<file path="src/rtl/mem_pkg.sv">
// Shared definitions for the memory-port controller.
//   mem_state_t : controller FSM states (IDLE, BUSY, DONE)
//   NOP_INSTR   : reset/abort value of the instruction register (addi x0,x0,0)
package mem_pkg;

  typedef enum logic [1:0] {
    IDLE = 2'd0,
    BUSY = 2'd1,
    DONE = 2'd2
  } mem_state_t;

  localparam logic [31:0] NOP_INSTR = 32'h0000_0013;

endpackage

</file>
<file path="src/rtl/en_reg.sv">
// Parameterised enable flop with asynchronous active-low reset.
// Ports:
//   clk_i  : clock, rising edge
//   rst_ni : asynchronous active-low reset, loads RST_VAL
//   en_i   : load enable
//   d_i    : next value
//   q_o    : registered value
module en_reg #(
  parameter int                 WIDTH   = 32,
  parameter logic [WIDTH-1:0]   RST_VAL = '0
) (
  input  logic             clk_i,
  input  logic             rst_ni,
  input  logic             en_i,
  input  logic [WIDTH-1:0] d_i,
  output logic [WIDTH-1:0] q_o
);

  // Holding register, loads d_i when enabled.
  always_ff @(posedge clk_i or negedge rst_ni) begin
    if (!rst_ni) begin
      q_o <= RST_VAL;
    end else if (en_i) begin
      q_o <= d_i;
    end
  end

endmodule

</file>
<file path="src/rtl/mem_bus_ctrl.sv">
// Memory-port controller between the multicycle control FSM and a
// variable-latency valid/ready memory. Converts fetch/load/store intents
// into single bus transactions, holds instr/old_pc/data and stalls the FSM
// until each access completes.
// Ports:
//   clk, reset (async active-low)
//   ir_write, adr_src, mem_write : FSM intents
//   pc, result, write_data       : address sources and store data
//   stall                        : access pending, FSM must hold state
//   instr, old_pc, data          : architectural capture registers
//   m_valid, m_we, m_addr, m_wdata, m_ready, m_rdata : memory bus
//   err                          : sticky timeout error
// Optional feature: define MEM_TIMEOUT_EN to abort a BUSY access after
// TIMEOUT cycles without m_ready; otherwise BUSY waits forever, err = 0.
module mem_bus_ctrl
  import mem_pkg::*;
#(
  parameter int ADDR_W  = 32,
  parameter int DATA_W  = 32,
  parameter int TIMEOUT = 255
) (
  input  logic              clk,
  input  logic              reset,
  input  logic              ir_write,
  input  logic              adr_src,
  input  logic              mem_write,
  input  logic [ADDR_W-1:0] pc,
  input  logic [ADDR_W-1:0] result,
  input  logic [DATA_W-1:0] write_data,
  output logic              stall,
  output logic [DATA_W-1:0] instr,
  output logic [ADDR_W-1:0] old_pc,
  output logic [DATA_W-1:0] data,
  output logic              m_valid,
  output logic              m_we,
  output logic [ADDR_W-1:0] m_addr,
  output logic [DATA_W-1:0] m_wdata,
  input  logic              m_ready,
  input  logic [DATA_W-1:0] m_rdata,
  output logic              err
);

  mem_state_t        state_q, state_d;
  logic              m_valid_q, m_valid_d;
  logic              m_we_q, m_we_d;
  logic [ADDR_W-1:0] m_addr_q, m_addr_d;
  logic [DATA_W-1:0] m_wdata_q, m_wdata_d;
  // Access kind captured at issue so the capture decision does not depend
  // on the FSM keeping its intents perfectly stable.
  logic              fetch_q, fetch_d;
  logic              load_q, load_d;

  logic              access_s, fetch_s, load_s, store_s;
  logic              timeout_hit_s;
  logic              instr_en_s, data_en_s, old_pc_en_s;
  logic [DATA_W-1:0] instr_nxt_s, data_nxt_s;

  // adr_src dominates ir_write, so a conflicting request is a load/store.
  assign access_s = ir_write | adr_src;
  assign fetch_s  = ir_write & ~adr_src;
  assign load_s   = adr_src & ~mem_write;
  assign store_s  = adr_src & mem_write;

  assign stall   = access_s & (state_q != DONE);
  assign m_valid = m_valid_q;
  assign m_we    = m_we_q;
  assign m_addr  = m_addr_q;
  assign m_wdata = m_wdata_q;

  // Next-state, bus request and capture-enable logic.
  always_comb begin
    state_d     = state_q;
    m_valid_d   = m_valid_q;
    m_we_d      = m_we_q;
    m_addr_d    = m_addr_q;
    m_wdata_d   = m_wdata_q;
    fetch_d     = fetch_q;
    load_d      = load_q;
    instr_en_s  = 1'b0;
    data_en_s   = 1'b0;
    old_pc_en_s = 1'b0;
    instr_nxt_s = m_rdata;
    data_nxt_s  = m_rdata;
    case (state_q)
      IDLE: begin
        if (access_s) begin
          m_addr_d  = adr_src ? result : pc;
          m_we_d    = store_s;
          m_wdata_d = write_data;
          fetch_d   = fetch_s;
          load_d    = load_s;
          m_valid_d = 1'b1;
          state_d   = BUSY;
        end else begin
          state_d = IDLE;
        end
      end
      BUSY: begin
        if (m_valid_q & m_ready) begin
          m_valid_d   = 1'b0;
          state_d     = DONE;
          instr_en_s  = fetch_q;
          old_pc_en_s = fetch_q;
          data_en_s   = load_q;
        end else if (timeout_hit_s) begin
          // Abort: substitute harmless values for the missing read data.
          m_valid_d   = 1'b0;
          state_d     = DONE;
          instr_en_s  = fetch_q;
          instr_nxt_s = DATA_W'(NOP_INSTR);
          data_en_s   = load_q;
          data_nxt_s  = {DATA_W{1'b0}};
        end else begin
          state_d = BUSY;
        end
      end
      DONE: begin
        m_valid_d = 1'b0;
        state_d   = IDLE;
      end
      default: begin
        m_valid_d = 1'b0;
        state_d   = IDLE;
      end
    endcase
  end

  // FSM state and registered bus request.
  always_ff @(posedge clk or negedge reset) begin
    if (!reset) begin
      state_q   <= IDLE;
      m_valid_q <= 1'b0;
      m_we_q    <= 1'b0;
      m_addr_q  <= {ADDR_W{1'b0}};
      m_wdata_q <= {DATA_W{1'b0}};
      fetch_q   <= 1'b0;
      load_q    <= 1'b0;
    end else begin
      state_q   <= state_d;
      m_valid_q <= m_valid_d;
      m_we_q    <= m_we_d;
      m_addr_q  <= m_addr_d;
      m_wdata_q <= m_wdata_d;
      fetch_q   <= fetch_d;
      load_q    <= load_d;
    end
  end

`ifdef MEM_TIMEOUT_EN
  localparam int CNT_W = $clog2(TIMEOUT + 1);

  logic [CNT_W-1:0] cnt_q, cnt_d;
  logic             err_q, err_d;

  // Wait counter: cleared in IDLE, counts BUSY cycles without m_ready.
  always_comb begin
    cnt_d         = cnt_q;
    timeout_hit_s = 1'b0;
    case (state_q)
      IDLE: cnt_d = {CNT_W{1'b0}};
      BUSY: begin
        if (!m_ready) begin
          cnt_d         = cnt_q + CNT_W'(1);
          timeout_hit_s = (cnt_q == CNT_W'(TIMEOUT - 1));
        end else begin
          cnt_d = cnt_q;
        end
      end
      default: cnt_d = cnt_q;
    endcase
    err_d = err_q | timeout_hit_s;
  end

  // Wait counter and sticky error register.
  always_ff @(posedge clk or negedge reset) begin
    if (!reset) begin
      cnt_q <= {CNT_W{1'b0}};
      err_q <= 1'b0;
    end else begin
      cnt_q <= cnt_d;
      err_q <= err_d;
    end
  end

  assign err = err_q;
`else
  assign timeout_hit_s = 1'b0;
  assign err           = 1'b0;
`endif

  en_reg #(.WIDTH(DATA_W), .RST_VAL(DATA_W'(NOP_INSTR))) u_instr (
    .clk_i (clk), .rst_ni(reset), .en_i(instr_en_s), .d_i(instr_nxt_s), .q_o(instr)
  );

  en_reg #(.WIDTH(ADDR_W), .RST_VAL({ADDR_W{1'b0}})) u_old_pc (
    .clk_i (clk), .rst_ni(reset), .en_i(old_pc_en_s), .d_i(pc), .q_o(old_pc)
  );

  en_reg #(.WIDTH(DATA_W), .RST_VAL({DATA_W{1'b0}})) u_data (
    .clk_i (clk), .rst_ni(reset), .en_i(data_en_s), .d_i(data_nxt_s), .q_o(data)
  );

endmodule

</file>
<file path="config.mk">
export PLATFORM = sky130hd
export DESIGN_NAME = mem_bus_ctrl
export DESIGN_NICKNAME = d
export VERILOG_FILES = /design/src/rtl/mem_pkg.sv /design/src/rtl/en_reg.sv /design/src/rtl/mem_bus_ctrl.sv
export SDC_FILE = /design/constraint.sdc
export NUM_CORES = 1
export LEC_CHECK = 0
export CORE_ASPECT_RATIO = 2
export CORE_UTILIZATION = 46
export CTS_CLUSTER_SIZE = 20
export DETAILED_ROUTE_END_ITERATION = 10
export PLACE_DENSITY = 0.95
export SYNTH_ARGS = -nofsm -noshare
export SYNTH_HDL_FRONTEND = slang
export SYNTH_SLANG_ARGS = --single-unit
</file>
<file path="constraint.sdc">
create_clock -name clk -period 2.6 [get_ports clk]
set_input_delay 0.52 -clock clk [delete_from_list [all_inputs] [get_ports clk]]
set_output_delay 0.52 -clock clk [all_outputs]
set_load 0.02 [all_outputs]
</file>
==> impl_results.md <==
* Buffers and inverters on the worst path at 2
* Proportion of netlist area held by the largest area contributor at 0.5887
* Synth Area per Inst at 17.41 um^2
* Wl on met1 at 6345 um
* Setup WS pre-CTS at 0.1627 ns
* H-tree depth reported by CTS at 4
* Tot Pwr at 5.830 mW
* Relative slew margins at 0.6495
* Wire length on met3 at 1280 um
* Class of the tightest hold or removal check: flop to flop
* First-pass GRT wire length at 28,280 um
* Vias per Instance at 5.086
* Post-cts gate resize count at 0
* Boundary pin count at 298
* Design Area, Final at 10,610 um^2
* Seq cells post-synth at 166
* Detail-routed net length per standard cell at 20.62 um
* Yosys Warn Count at 0
* Result of the run: finished clean
* Largest area contributor in the synthesized netlist: sky130_fd_sc_hd__dfrtp_1
* Clock latency on the worst-skew pair at 0.43 ns
* Filler Cells Inserted at 894
* Share of synthesized area occupied by flip-flops and latches at 0.6000
* Register-to-Register Path Depth at 4
* Number of antenna cells inserted at 0
* Final Net Count at 835
* Met2 WL at 10,220 um
* Post-route ant nets at 0
* Critical hold path startpoint: m_we
* Routed WL at 18,750 um
* Count of final max-slew check failures at 0
* HPWL after detailed placement at 13,910 um
* Overall die height at 175.6 um
* First-pass DRT Iterations at 4
* Number of buffers on the longest clock path at 2
* Top layer in use: met4
* Clock sinks at 166
* Top library cells by usage in the layout, fill and taps aside: sky130_fd_sc_hd__clkdlybuf4s50_1 (294), sky130_fd_sc_hd__dfrtp_1 (163), sky130_fd_sc_hd__mux2_2 (129), sky130_fd_sc_hd__mux2_4 (62), sky130_fd_sc_hd__clkbuf_16 (17)
* Start of the worst register-to-register path: state_q[1]
* TritonCTS clock tree: built
* Total overflow reported by the global router at 0
* Setup violation total in the final timing report at 0
* Crit path arrival time at 1.90 ns
* WP depth at 4
* Die Wd at 88.79 um
* Buffers added on ports at 296
* Sequential cell area at 4158 um^2
* Maximum number of pins on one net before global-route repair at 70
* Drt initial violations at 121
* Shortest clock period the worst path allows after layout at 2.420 ns
* Post-CTS setup-driven buffer insertion count at 0
* Floorplan die area at 15,590 um^2
* Layout-stage area growth over the synthesis result at 53.14%
* Final Worst Setup Slack at 0.1797 ns
* Required time of the critical path at 2.08 ns
* Placement-stage cell area at 10,030 um^2
* Initial antenna violation count at 0
* Gp weighted congestion at 0.8537
* Reported max-cap violation count at 0
* Cells after synthesis at 398
* Most common cell after layout, fill and taps aside: sky130_fd_sc_hd__clkdlybuf4s50_1
* Synthesized net count at 532
* Detailed-route DRC error count at 0
* Achievable clock frequency at 413.2 MHz
* Power Density at 549.4 nW/um^2
* Area of the multi-input gates at 2539 um^2
* Number of vias after detailed routing at 4,623
* CP Cell Sequence: clkdlybuf4s50_1 > nor2_1 > a21oi_1 > clkdlybuf4s50_1
* Terminus of the critical flop-to-flop path: u_instr.q_o[29]
* Core Region at 14,740 um^2
* Highest ir drop seen on vdd at 0.0004583 V
* Setup Skew at 0.006854 ns
* Largest stage delay, worst path at 0.64 ns
* Top post-synthesis cells by area: sky130_fd_sc_hd__dfrtp_1 (59%), sky130_fd_sc_hd__mux2_2 (21%), sky130_fd_sc_hd__mux2_4 (13%), sky130_fd_sc_hd__buf_12 (1.7%), sky130_fd_sc_hd__dfstp_2 (1.1%)
* Number of hold violations in the final report at 0
* Library cell used as clock root buffer: sky130_fd_sc_hd__clkbuf_16
* Unique cell type count in the Yosys netlist at 26
* Combined global-route utilization of all metal layers at 0.2487
* Core Rows at 63
* Min-Delay Path Depth at 1
* Setup repair after global routing missed its margin: false
* CP Launch Type: primary input
* Syn Std Cell Area at 6929 um^2
* Leakage power summed over all cells at 4.895 nW
* Type of destination of the critical path: output pin
* Proportion of layout cells with a drive suffix above 1 at 0.3333
* Total Negative Setup Slacks at 0 ns
* Endpoint of the worst hold-timing path: m_we
* CP top delay family: buffers and inverters
* Crit path kind: primary input to output pin
* Slowest stage cell on the critical path: sky130_fd_sc_hd__clkdlybuf4s50_1
* Clock slew at the register clock pins of the worst setup and hold paths at 0.07 ns
* Slew at the pin closest to its max-slew limit at 0.5258 ns
* Cell occurring most often along the worst timing path: sky130_fd_sc_hd__clkdlybuf4s50_1
* Number of clock buffers inserted by TritonCTS at 17
* Worst-case register-to-register setup slack at 0.79 ns
* Number of global-route vias before repair at 5,286
* Maximum net fanout on the critical path at 3
* Initial Utilization at 0.4701
* Fraction of the cycle the final worst path needs at 0.9309
==> metrics by stage <==
step / instances / hold slack (ns) / utilization
floorplan: 398 / 0.2244 / -
global placement: 876 / 0.4223 / 0.6805
detailed placement: 876 / 0.4268 / 0.6805
CTS: 909 / 0.5065 / 0.7199
global route: 909 / 0.5158 / 0.7199
finish: 909 / 0.5039 / 0.7199
==> power breakdown <==
part	total, mW	switching (mW)	internal, mW	leakage, nW
clock network	2.46	1.12	1.35	0.278
logic	0.672	0.279	0.394	2.42
registers	2.69	0.0386	2.65	2.20
total	5.83	1.43	4.39	4.90
==> Yosys cell counts <==
| master | number |
|---|---|
| sky130_fd_sc_hd__a21oi_1 | 3 |
| sky130_fd_sc_hd__a32o_1 | 1 |
| sky130_fd_sc_hd__and2_1 | 1 |
| sky130_fd_sc_hd__and4b_4 | 1 |
| sky130_fd_sc_hd__buf_12 | 6 |
| sky130_fd_sc_hd__buf_2 | 1 |
| sky130_fd_sc_hd__buf_4 | 8 |
| sky130_fd_sc_hd__buf_6 | 2 |
| sky130_fd_sc_hd__clkbuf_1 | 2 |
| sky130_fd_sc_hd__clkbuf_8 | 1 |
| sky130_fd_sc_hd__conb_1 | 1 |
| sky130_fd_sc_hd__dfrtp_1 | 163 |
| sky130_fd_sc_hd__dfstp_2 | 3 |
| sky130_fd_sc_hd__inv_1 | 1 |
| sky130_fd_sc_hd__mux2_1 | 1 |
| sky130_fd_sc_hd__mux2_2 | 129 |
| sky130_fd_sc_hd__mux2_4 | 62 |
| sky130_fd_sc_hd__nand2_1 | 3 |
| sky130_fd_sc_hd__nand2_4 | 1 |
| sky130_fd_sc_hd__nand2_8 | 1 |
| sky130_fd_sc_hd__nand3b_1 | 1 |
| sky130_fd_sc_hd__nor2_1 | 2 |
| sky130_fd_sc_hd__nor3_4 | 1 |
| sky130_fd_sc_hd__o21ai_0 | 1 |
| sky130_fd_sc_hd__o2bb2ai_1 | 1 |
| sky130_fd_sc_hd__o31ai_1 | 1 |
==> metal layers <==
metal	vias up	track usage
li1	2024	-
met1	2312	0.2498
met2	231	0.4474
met3	56	0.06767
met4	0	0.1364
met5	-	0
==> worst max-delay path by stage <==
stage          startpoint   endpoint  slack (ns)
2_1_floorplan     adr_src  m_addr[0]        0.86
3_3_place_gp     ir_write      stall        0.21
3_5_place_dp     ir_write      stall        0.16
4_1_cts          ir_write      stall        0.17
5_1_grt          ir_write      stall        0.14
6_report         ir_write      stall        0.18
==> sequential cells by signal (all words and copies together) (netlist names), 2 cells and up <==
name          flops
m_addr           32
m_wdata          32
u_data.q_o       32
u_instr.q_o      32
u_old_pc.q_o     32
state_q           2
==> final cells by class <==
cell class / instances / area share
Clock buffer: 18 / 0.04044
Clock inverter: 14 / 0.01332
Inverter: 1 / 0.0003537
Multi-Input combinational cell: 211 / 0.2392
Tap cell: 195 / 0.02299
Sequential cell: 166 / 0.3918
Timing Repair Buffer: 304 / 0.2918
==> logic make-up after synthesis <==
group	count (synthesis)	share of synthesized area
multiplexers	192	0.3456
flip-flops	166	0.6000
buffers and inverters	21	0.03359
AND/OR/NAND/NOR	11	0.01354
AO/OA/AOI/OAI	7	0.006680
other	1	0.0005412
==> repair_timing <==
action,in CTS,in global routing
endpoints found under the hold margin,30,0
hold buffers,1,0
endpoints found under the setup margin,0,0
Power figures use the tool's default switching activity.
